`config.mk`:
```
export PLATFORM = sky130hd
export DESIGN_NAME = seq_alu_muldiv
export DESIGN_NICKNAME = d
export VERILOG_FILES = /design/src/rtl/seq_alu_muldiv.sv
export SDC_FILE = /design/constraint.sdc
export NUM_CORES = 1
export LEC_CHECK = 0
export CORE_MARGIN = 3
export CORE_UTILIZATION = 44
export CTS_CLUSTER_SIZE = 40
export DETAILED_ROUTE_END_ITERATION = 16
export GPL_TIMING_DRIVEN = 1
export PLACE_DENSITY_LB_ADDON = 0.2
export REMOVE_ABC_BUFFERS = 1
export SLEW_MARGIN = 10
export SYNTH_ARGS = -nofsm -noshare
export SYNTH_HDL_FRONTEND = slang
export SYNTH_SLANG_ARGS = --single-unit
```
`constraint.sdc`:
```
create_clock -name clk -period 11.7 [get_ports clk]
set_clock_uncertainty 0.15 [all_clocks]
set_input_delay 2.925 -clock clk [delete_from_list [all_inputs] [get_ports clk]]
set_output_delay 2.925 -clock clk [all_outputs]
set_load 0.02 [all_outputs]
```
`src/rtl/seq_alu_muldiv.sv`:
```
// rtl/seq_alu_muldiv.sv - registered ALU with iterative mul/div and start/busy/done handshake
module seq_alu_muldiv #(
    parameter int WIDTH = 32
) (
    input  logic             clk,
    input  logic             rst,
    input  logic             start,
    input  logic [3:0]       aluctrl,
    input  logic [WIDTH-1:0] a,
    input  logic [WIDTH-1:0] b,
    output logic             busy,
    output logic             done,
    output logic [WIDTH-1:0] result,
    output logic [WIDTH-1:0] hi,
    output logic [WIDTH-1:0] lo,
    output logic             zero,
    output logic             div_by_zero
);
    localparam int SHW = $clog2(WIDTH);

    localparam logic [1:0] S_IDLE   = 2'd0;
    localparam logic [1:0] S_CALC   = 2'd1;
    localparam logic [1:0] S_FINISH = 2'd2;

    logic [1:0]       state;
    logic [SHW:0]     cnt;
    logic             is_div;
    logic             neg_q;
    logic             neg_r;
    logic [WIDTH-1:0] acc_hi;
    logic [WIDTH-1:0] acc_lo;
    logic [WIDTH-1:0] opnd;

    logic [SHW-1:0]   shamt;
    logic [WIDTH-1:0] alu_res;
    logic             is_muldiv;
    logic             is_signed;
    logic             div_zero;
    logic [WIDTH-1:0] a_mag;
    logic [WIDTH-1:0] b_mag;

    assign shamt     = b[SHW-1:0];
    assign is_muldiv = (aluctrl[3:2] == 2'b10);
    assign is_signed = is_muldiv && !aluctrl[0];
    assign div_zero  = is_muldiv && aluctrl[1] && (b == '0);
    assign a_mag     = (is_signed && a[WIDTH-1]) ? -a : a;
    assign b_mag     = (is_signed && b[WIDTH-1]) ? -b : b;

    always_comb begin
        alu_res = '0;
        case (aluctrl)
            4'd0:    alu_res = a & b;
            4'd1:    alu_res = a | b;
            4'd2:    alu_res = a + b;
            4'd3:    alu_res = a ^ b;
            4'd4:    alu_res = a << shamt;
            4'd5:    alu_res = a >> shamt;
            4'd6:    alu_res = a - b;
            4'd7:    alu_res = {{(WIDTH-1){1'b0}}, ($signed(a) < $signed(b))};
            4'd12:   alu_res = ~(a | b);
            4'd13:   alu_res = {{(WIDTH-1){1'b0}}, (a < b)};
            4'd14:   alu_res = $signed(a) >>> shamt;
            default: alu_res = '0;
        endcase
    end

    // Shift-add step: add multiplicand into the high half, then shift the pair right.
    logic [WIDTH:0]   msum;
    logic [WIDTH-1:0] mul_hi_n;
    logic [WIDTH-1:0] mul_lo_n;
    assign msum     = {1'b0, acc_hi} + (acc_lo[0] ? {1'b0, opnd} : '0);
    assign mul_hi_n = msum[WIDTH:1];
    assign mul_lo_n = {msum[0], acc_lo[WIDTH-1:1]};

    // Restoring step: remainder in acc_hi, dividend shifts out of acc_lo as quotient shifts in.
    logic [WIDTH:0]   dshift;
    logic             dge;
    logic [WIDTH-1:0] ddiff;
    logic [WIDTH-1:0] div_hi_n;
    logic [WIDTH-1:0] div_lo_n;
    assign dshift   = {acc_hi, acc_lo[WIDTH-1]};
    assign dge      = (dshift >= {1'b0, opnd});
    assign ddiff    = dshift[WIDTH-1:0] - opnd;
    assign div_hi_n = dge ? ddiff : dshift[WIDTH-1:0];
    assign div_lo_n = {acc_lo[WIDTH-2:0], dge};

    logic [2*WIDTH-1:0] prod;
    logic [2*WIDTH-1:0] prod_f;
    logic [WIDTH-1:0]   fin_hi;
    logic [WIDTH-1:0]   fin_lo;
    assign prod   = {acc_hi, acc_lo};
    assign prod_f = neg_q ? -prod : prod;
    assign fin_hi = is_div ? (neg_r ? -acc_hi : acc_hi) : prod_f[2*WIDTH-1:WIDTH];
    assign fin_lo = is_div ? (neg_q ? -acc_lo : acc_lo) : prod_f[WIDTH-1:0];

    always_ff @(posedge clk) begin
        if (rst) begin
            state       <= S_IDLE;
            cnt         <= '0;
            is_div      <= 1'b0;
            neg_q       <= 1'b0;
            neg_r       <= 1'b0;
            acc_hi      <= '0;
            acc_lo      <= '0;
            opnd        <= '0;
            result      <= '0;
            hi          <= '0;
            lo          <= '0;
            zero        <= 1'b1;
            div_by_zero <= 1'b0;
        end else begin
            case (state)
                S_IDLE: begin
                    if (start) begin
                        if (is_muldiv && !div_zero) begin
                            state  <= S_CALC;
                            cnt    <= (SHW+1)'(WIDTH);
                            is_div <= aluctrl[1];
                            neg_q  <= is_signed && (a[WIDTH-1] ^ b[WIDTH-1]);
                            neg_r  <= is_signed && a[WIDTH-1];
                            acc_hi <= '0;
                            acc_lo <= a_mag;
                            opnd   <= b_mag;
                        end else if (div_zero) begin
                            state       <= S_FINISH;
                            result      <= '1;
                            lo          <= '1;
                            hi          <= a;
                            zero        <= 1'b0;
                            div_by_zero <= 1'b1;
                        end else begin
                            state       <= S_FINISH;
                            result      <= alu_res;
                            zero        <= (alu_res == '0);
                            div_by_zero <= 1'b0;
                        end
                    end
                end
                S_CALC: begin
                    if (cnt != '0) begin
                        cnt    <= cnt - 1'b1;
                        acc_hi <= is_div ? div_hi_n : mul_hi_n;
                        acc_lo <= is_div ? div_lo_n : mul_lo_n;
                    end else begin
                        state       <= S_FINISH;
                        hi          <= fin_hi;
                        lo          <= fin_lo;
                        result      <= fin_lo;
                        zero        <= (fin_lo == '0);
                        div_by_zero <= 1'b0;
                    end
                end
                S_FINISH: state <= S_IDLE;
                default:  state <= S_IDLE;
            endcase
        end
    end

    assign busy = (state != S_IDLE);
    assign done = (state == S_FINISH);
endmodule

```
* After elaboration in Yosys (flattened, before gate mapping) *
Cells that the tools add are included.

word-level totals
  output and inout port bits = 100
  flip-flop bits (word level) = 205
  input port bits = 71
  logic and storage cells = 127

cells by class
  shift operators = 3
  mux-type cells = 52
  bitwise logic cells = 5
  equal/unequal tests = 19
  add/subtract/negate cells = 10
  reductions and logical operators = 22
  order comparisons = 3

operators by type and width
  operator                                                          number
  32-bit two-way mux                                                27
  32-bit one-hot mux with 11 select lines                           1
  32-bit one-hot mux with 2 select lines                            5
  32-bit negation                                                   4
  32-bit zero test                                                  3
  32-bit less-than comparator                                       2
  64-bit two-way mux                                                1
  64-bit negation                                                   1
  32-bit subtractor                                                 2
  32-bit by 32-bit adder with 33-bit output                         1
  33-bit by 32-bit >= comparator with 1-bit output                  1
  32-bit adder                                                      1
  32-bit AND                                                        1
  32-bit NOT                                                        1
  32-bit OR                                                         1
  32-bit by 5-bit left shift with 32-bit output                     1
  32-bit by 5-bit >> shifter with 32-bit output                     1
  32-bit by 5-bit >>> shifter with 32-bit output                    1
  32-bit bitwise XOR                                                1
  6-bit two-way mux                                                 3
  4-bit by 3-bit == test with 1-bit output (second input constant)  4
  4-bit == test (second input constant)                             3
  2-bit != test (second input constant)                             6
  6-bit one-hot mux with 2 select lines                             1
  20 further kinds                                                  41

* Depth between registers and ports, before layout *
  depth in word-level cells = 8
  gate-level depth with buffers = 18

* Worst setup path after synthesis *
Ideal clock, no wire load.

  path kind = input to register
  from = in b[3]
  to = reg zero
  stages = 17
  arrival time = 6.860 ns
  path buffers = 4
  data required time = 11.434 ns
  path slack = 4.573 ns
  cell sequence = clkbuf_1 -> clkbuf_1 -> inv_2 -> clkbuf_1 -> buf_1 -> ha_1 -> nor2_1 -> a2111o_1 -> a211o_1 -> a211oi_1 -> o21bai_1 -> or3_1 -> o211ai_1 -> o21a_1 -> a211oi_1 -> and4bb_1 -> a41o_1

between the ends
  longest elaborated chain between the ends = 8
  elaborated cells between the ends (all ways) = 23
  those cells by class = 2 x add/sub; 2 x order compare; 1 x eq/ne; 3 x shift; 5 x mux; 4 x bitwise; 6 x reduce/logical

ends and longest elaborated chain
  item                                                       RTL line  RTL
  from (decl)                                                10        input logic [WIDTH-1:0] b,
  branches (longest 8 deep; another with 32-bit subtractor)  -
  to (signal assigned)                                       134       zero <= (alu_res == '0);
  to (signal assigned)                                       149       zero <= (fin_lo == '0);
  to (decl)                                                  16        output logic zero,

Several ways; the timed one is not identified. The select of a mux whose other input is x is not followed.
A chain may end at the register's enable or synchronous reset.

* Worst setup path after layout *
  from = in b[0]
  to = reg lo[27]

between the ends
  longest elaborated chain between the ends = 6
  elaborated cells between the ends (all ways) = 7
  those cells by class = 2 x eq/ne; 5 x reduce/logical

ends and longest elaborated chain
  item                             RTL line  RTL
  32-bit zero test *               45        assign div_zero = is_muldiv && aluctrl[1] && (b == '0);
  1-bit logical AND *              45
  1-bit zero test                  115       if (is_muldiv && !div_zero) begin
  1-bit logical AND                115
  2-bit != test (no line)          -
  5-bit AND reduction (no line) *  -
  to (signal assigned)             147       lo <= fin_lo;
  to (decl)                        15        output logic [WIDTH-1:0] lo,

Mark *: on every way between the ends. The rest lies on a longest branch, timed or not.

==> flow_metrics.py <==
metrics = {
    "global_routing": {
        "first_global_vias": 28400,
        "wire_length_of_the_first_global_routing_pass_mm": 200,
        "grt_start_max_net_pins": 120,
        "aggregate_global_routing_overflow": 0,
        "antenna_found_initial": 7,
        "grt_use_total_pct": 42.2,
    },
    "clock_network": {
        "cts_buffer_depth": 3,
        "cts.sink_count": 205,
        "cts_resized": 0,
        "cts_htree_levels": 1,
        "holdBufCountCts": 0,
        "cts_root_buf": "sky130_fd_sc_hd__clkbuf_16",
        "cts_tree": "yes",
        "cts_made_buffers": 27,
        "clkLatencyLatePin_ps": 600,
        "clkSlewWorstSetupHoldPaths_ps": 60,
        "post_cts_setup_buffer_count": 0,
    },
    "floorplan": {
        "core.rowCount": 89,
        "initial_core_util_pct": 44.7,
        "die_w_um": 251,
        "top_level_i_o_count": 171,
        "die_height_um": 251,
        "dieArea_um2": 63200,
        "placeableCoreArea_um2": 59200,
    },
    "sta": {
        "final_min_period_over_clock_period_pct": 70.0,
        "period_minus_slack_ps": 8190,
        "max_slew_margin_pct": 22.5,
        "setup_repair_after_global_routing_missed_its_margin": "false",
        "worst_slew_pin_slew_ps": 1130,
        "clock.fmax_mhz": 122,
        "hold_viol": 0,
        "finalSetupViolCount": 0,
        "timing_max_transition_violations_final": 0,
        "totalNegativeSetupSlack_ps": 0,
    },
    "setup_path": {
        "worstSetupStartpoint": "b[0]",
        "timing.critical_path.required_ps": 12050,
        "arrival_ps": 8540,
        "critPathKind": "input pin to flip-flop",
        "end_kind": "flip-flop",
        "startpoint_type": "input pin",
        "reg2reg_setup_slack_ps": 7010,
        "worst_r2r_startpoint": "acc_lo[0]",
        "timing.critical_path.fanout_max": 45,
    },
    "logic_synthesis": {
        "synth.yosys.seq_area_share_pct": 15.5,
        "synth_area_um2": 26500,
        "synth_top_area_cell": "sky130_fd_sc_hd__dfxtp_1",
        "post_synth_mux_area_share_pct": 9.95,
        "ys_async_sr_fraction_pct": 0,
        "postSynthRegisterBits": 205,
        "syn_avg_cell_area_um2": 7.19,
        "dominant_combinational_cell_family_by_area_after_synthesis": "compound AO/OA/AOI/OAI gates",
        "synth_xor_xnor_area_share_pct": 5.92,
        "post_syn_instances": 3684,
        "post-synth-top-area-fraction_pct": 15.5,
        "yosys_warnings": 0,
        "adder_cell_fraction_of_synth_area_pct": 8.76,
        "synth_edf_count": 0,
        "post_synth_and_or_nand_nor_area_fraction_pct": 22.8,
        "synth-compound-area-share_pct": 30.1,
        "largest_cells_by_area_after_synthesis": "sky130_fd_sc_hd__dfxtp_1 (16%), sky130_fd_sc_hd__ha_1 (8.5%), sky130_fd_sc_hd__nor2_1 (5.7%)",
        "ys_types": 100,
        "yosys_most_used_dff": "sky130_fd_sc_hd__dfxtp_1",
    },
    "pwr": {
        "net-switching-power_mw": 1.16,
        "p_int_mw": 1.66,
        "swShare_pct": 41.2,
        "combinational_power_share_pct": 40.8,
        "static_power_due_to_leakage_nw": 11.4,
        "irDropWorstVdd_uv": 126,
        "power.density_nw_per_um2": 95.3,
        "fraction_of_power_consumed_by_the_clock_network_pct": 32.4,
        "seqPwrFrac_pct": 26.8,
    },
    "hold_path": {
        "worstHoldStart": "result[2]",
        "hold_path.class": "flip-flop to flip-flop",
    },
    "layout": {
        "most_frequent_cells_in_the_layout": "sky130_fd_sc_hd__nor2_1 (401), sky130_fd_sc_hd__nand2_1 (364), sky130_fd_sc_hd__a21oi_1 (269)",
        "finish.net_count": 3925,
        "layout.cells.most_common": "sky130_fd_sc_hd__nor2_1",
        "syn_to_layout_area_delta_pct": 11.9,
        "layout_cell_share_with_drive_strength_beyond_1_pct": 7.86,
        "stdcell_area_um2": 29600,
    },
    "routing": {
        "number_of_nets_with_antenna_violations_after_routing": 0,
        "drt_first_pass_iters": 8,
        "initialDrtViolationCount": 4272,
        "via_per_inst": 6.97,
        "route.vias.total": 31100,
        "detail_route.wirelength_mm": 139,
        "routed_wire_length_per_instance_um": 31.1,
        "remaining_drcs": 0,
    },
    "outcome": {
        "status": "finished, final reports clean",
    },
    "job": {
        "timing.max_cap.violations": 0,
    },
    "placement": {
        "placedInstanceArea_um2": 28700,
        "port_buffers": 170,
        "finalWeightedCongestion": 1.07,
        "dpl.hpwl_mm": 105,
    },
}
-- path summary, 6_finish.rpt --
kind,to,cells past startpoint
max reg2reg,zero,12
min reg2reg,result[2],2
max,lo[27],12
min,result[2],2
-- flip-flops by register name, summed over array words and instances (netlist names), 2 cells and up --
register,count
lo,32
acc_lo,32
acc_hi,32
result,32
hi,32
cnt,6
opnd,32
state,2
-- worst max-delay path, stage by stage --
cell                        delay (ps)
sky130_fd_sc_hd__buf_4             210
sky130_fd_sc_hd__inv_2             650
sky130_fd_sc_hd__ha_1              280
sky130_fd_sc_hd__or3b_1            480
sky130_fd_sc_hd__or4b_1            760
sky130_fd_sc_hd__nand4bb_1         610
sky130_fd_sc_hd__nor2_1            780
sky130_fd_sc_hd__nor2_1            160
sky130_fd_sc_hd__nor2_4            700
sky130_fd_sc_hd__buf_4             550
sky130_fd_sc_hd__nor2_1             90
sky130_fd_sc_hd__a311oi_1          260
-- area by class of cell --
cell class / count / area, um2
well taps: 773 / 967
clock buffers: 36 / 739
multi-input cells: 3017 / 20600
diodes: 3 / 7.51
clock inverters: 12 / 210
inverters: 157 / 589
fillers: 5986 / 29600
repair buffers: 263 / 2390
flip-flops and latches: 205 / 4110
-- through the flow --
stage | util, % | worst slack [ps] | hold WS (ps) | power, mW | cells
final | 50.0 | 3510 | 299 | 2.82 | 4466
after CTS | 50.0 | 3810 | 302 | 2.78 | 4463
after floorplan | - | 3380 | 276 | 1.39 | 3379
after global routing | 50.0 | 3390 | 319 | 2.91 | 4463
after global placement | 48.4 | 3230 | 289 | 1.87 | 4414
after detailed placement | 48.4 | 3190 | 293 | 1.86 | 4415
-- metal layers --
metal,share of wire [%],global-route usage (%)
met2,41,61.8
met3,13,13.7
met1,40,56.2
met5,0.030,0
met4,5.7,19.5
-- power groups by stage --
stage	Clock (mW)	Sequential, mW	Combinational [mW]
finish	0.916	0.757	1.15
global route	0.946	0.760	1.20
CTS	0.924	0.757	1.10
detailed placement	0	0.772	1.09
global placement	0	0.772	1.10
floorplan	0	0.782	0.606
-- synth_stat cells, types with 28 or more instances --
library cell / count
sky130_fd_sc_hd__nor4_1: 42
sky130_fd_sc_hd__o211ai_1: 88
sky130_fd_sc_hd__xnor2_1: 130
sky130_fd_sc_hd__a21oi_1: 270
sky130_fd_sc_hd__nor2b_1: 38
sky130_fd_sc_hd__xor2_1: 49
sky130_fd_sc_hd__buf_2: 36
sky130_fd_sc_hd__mux4_2: 55
sky130_fd_sc_hd__ha_1: 179
sky130_fd_sc_hd__dfxtp_1: 205
sky130_fd_sc_hd__o31ai_1: 37
sky130_fd_sc_hd__a22oi_1: 63
sky130_fd_sc_hd__buf_1: 31
sky130_fd_sc_hd__nor3_1: 103
sky130_fd_sc_hd__a21o_1: 65
sky130_fd_sc_hd__nand2b_1: 34
sky130_fd_sc_hd__and3_1: 31
sky130_fd_sc_hd__a211oi_1: 102
sky130_fd_sc_hd__mux2i_1: 102
sky130_fd_sc_hd__clkbuf_1: 229
sky130_fd_sc_hd__nand2_1: 364
sky130_fd_sc_hd__o21ai_0: 185
sky130_fd_sc_hd__nor2_1: 404
sky130_fd_sc_hd__a311oi_1: 28
sky130_fd_sc_hd__o22ai_1: 49
sky130_fd_sc_hd__o221ai_1: 28
sky130_fd_sc_hd__inv_1: 150
sky130_fd_sc_hd__or3_1: 35
sky130_fd_sc_hd__a31oi_1: 38
sky130_fd_sc_hd__nand4_1: 35
sky130_fd_sc_hd__nand3_1: 91
-- cells by family after synthesis --
group / Yosys count
AOI/OAI and AO/OA: 1183
DFF: 205
and+or+nand+nor: 1285
muxes: 187
adders and majority gates: 183
buffers and inverters: 462
xor gates and xnor gates: 179
No activity file was read; power rests on OpenSTA's default activity.
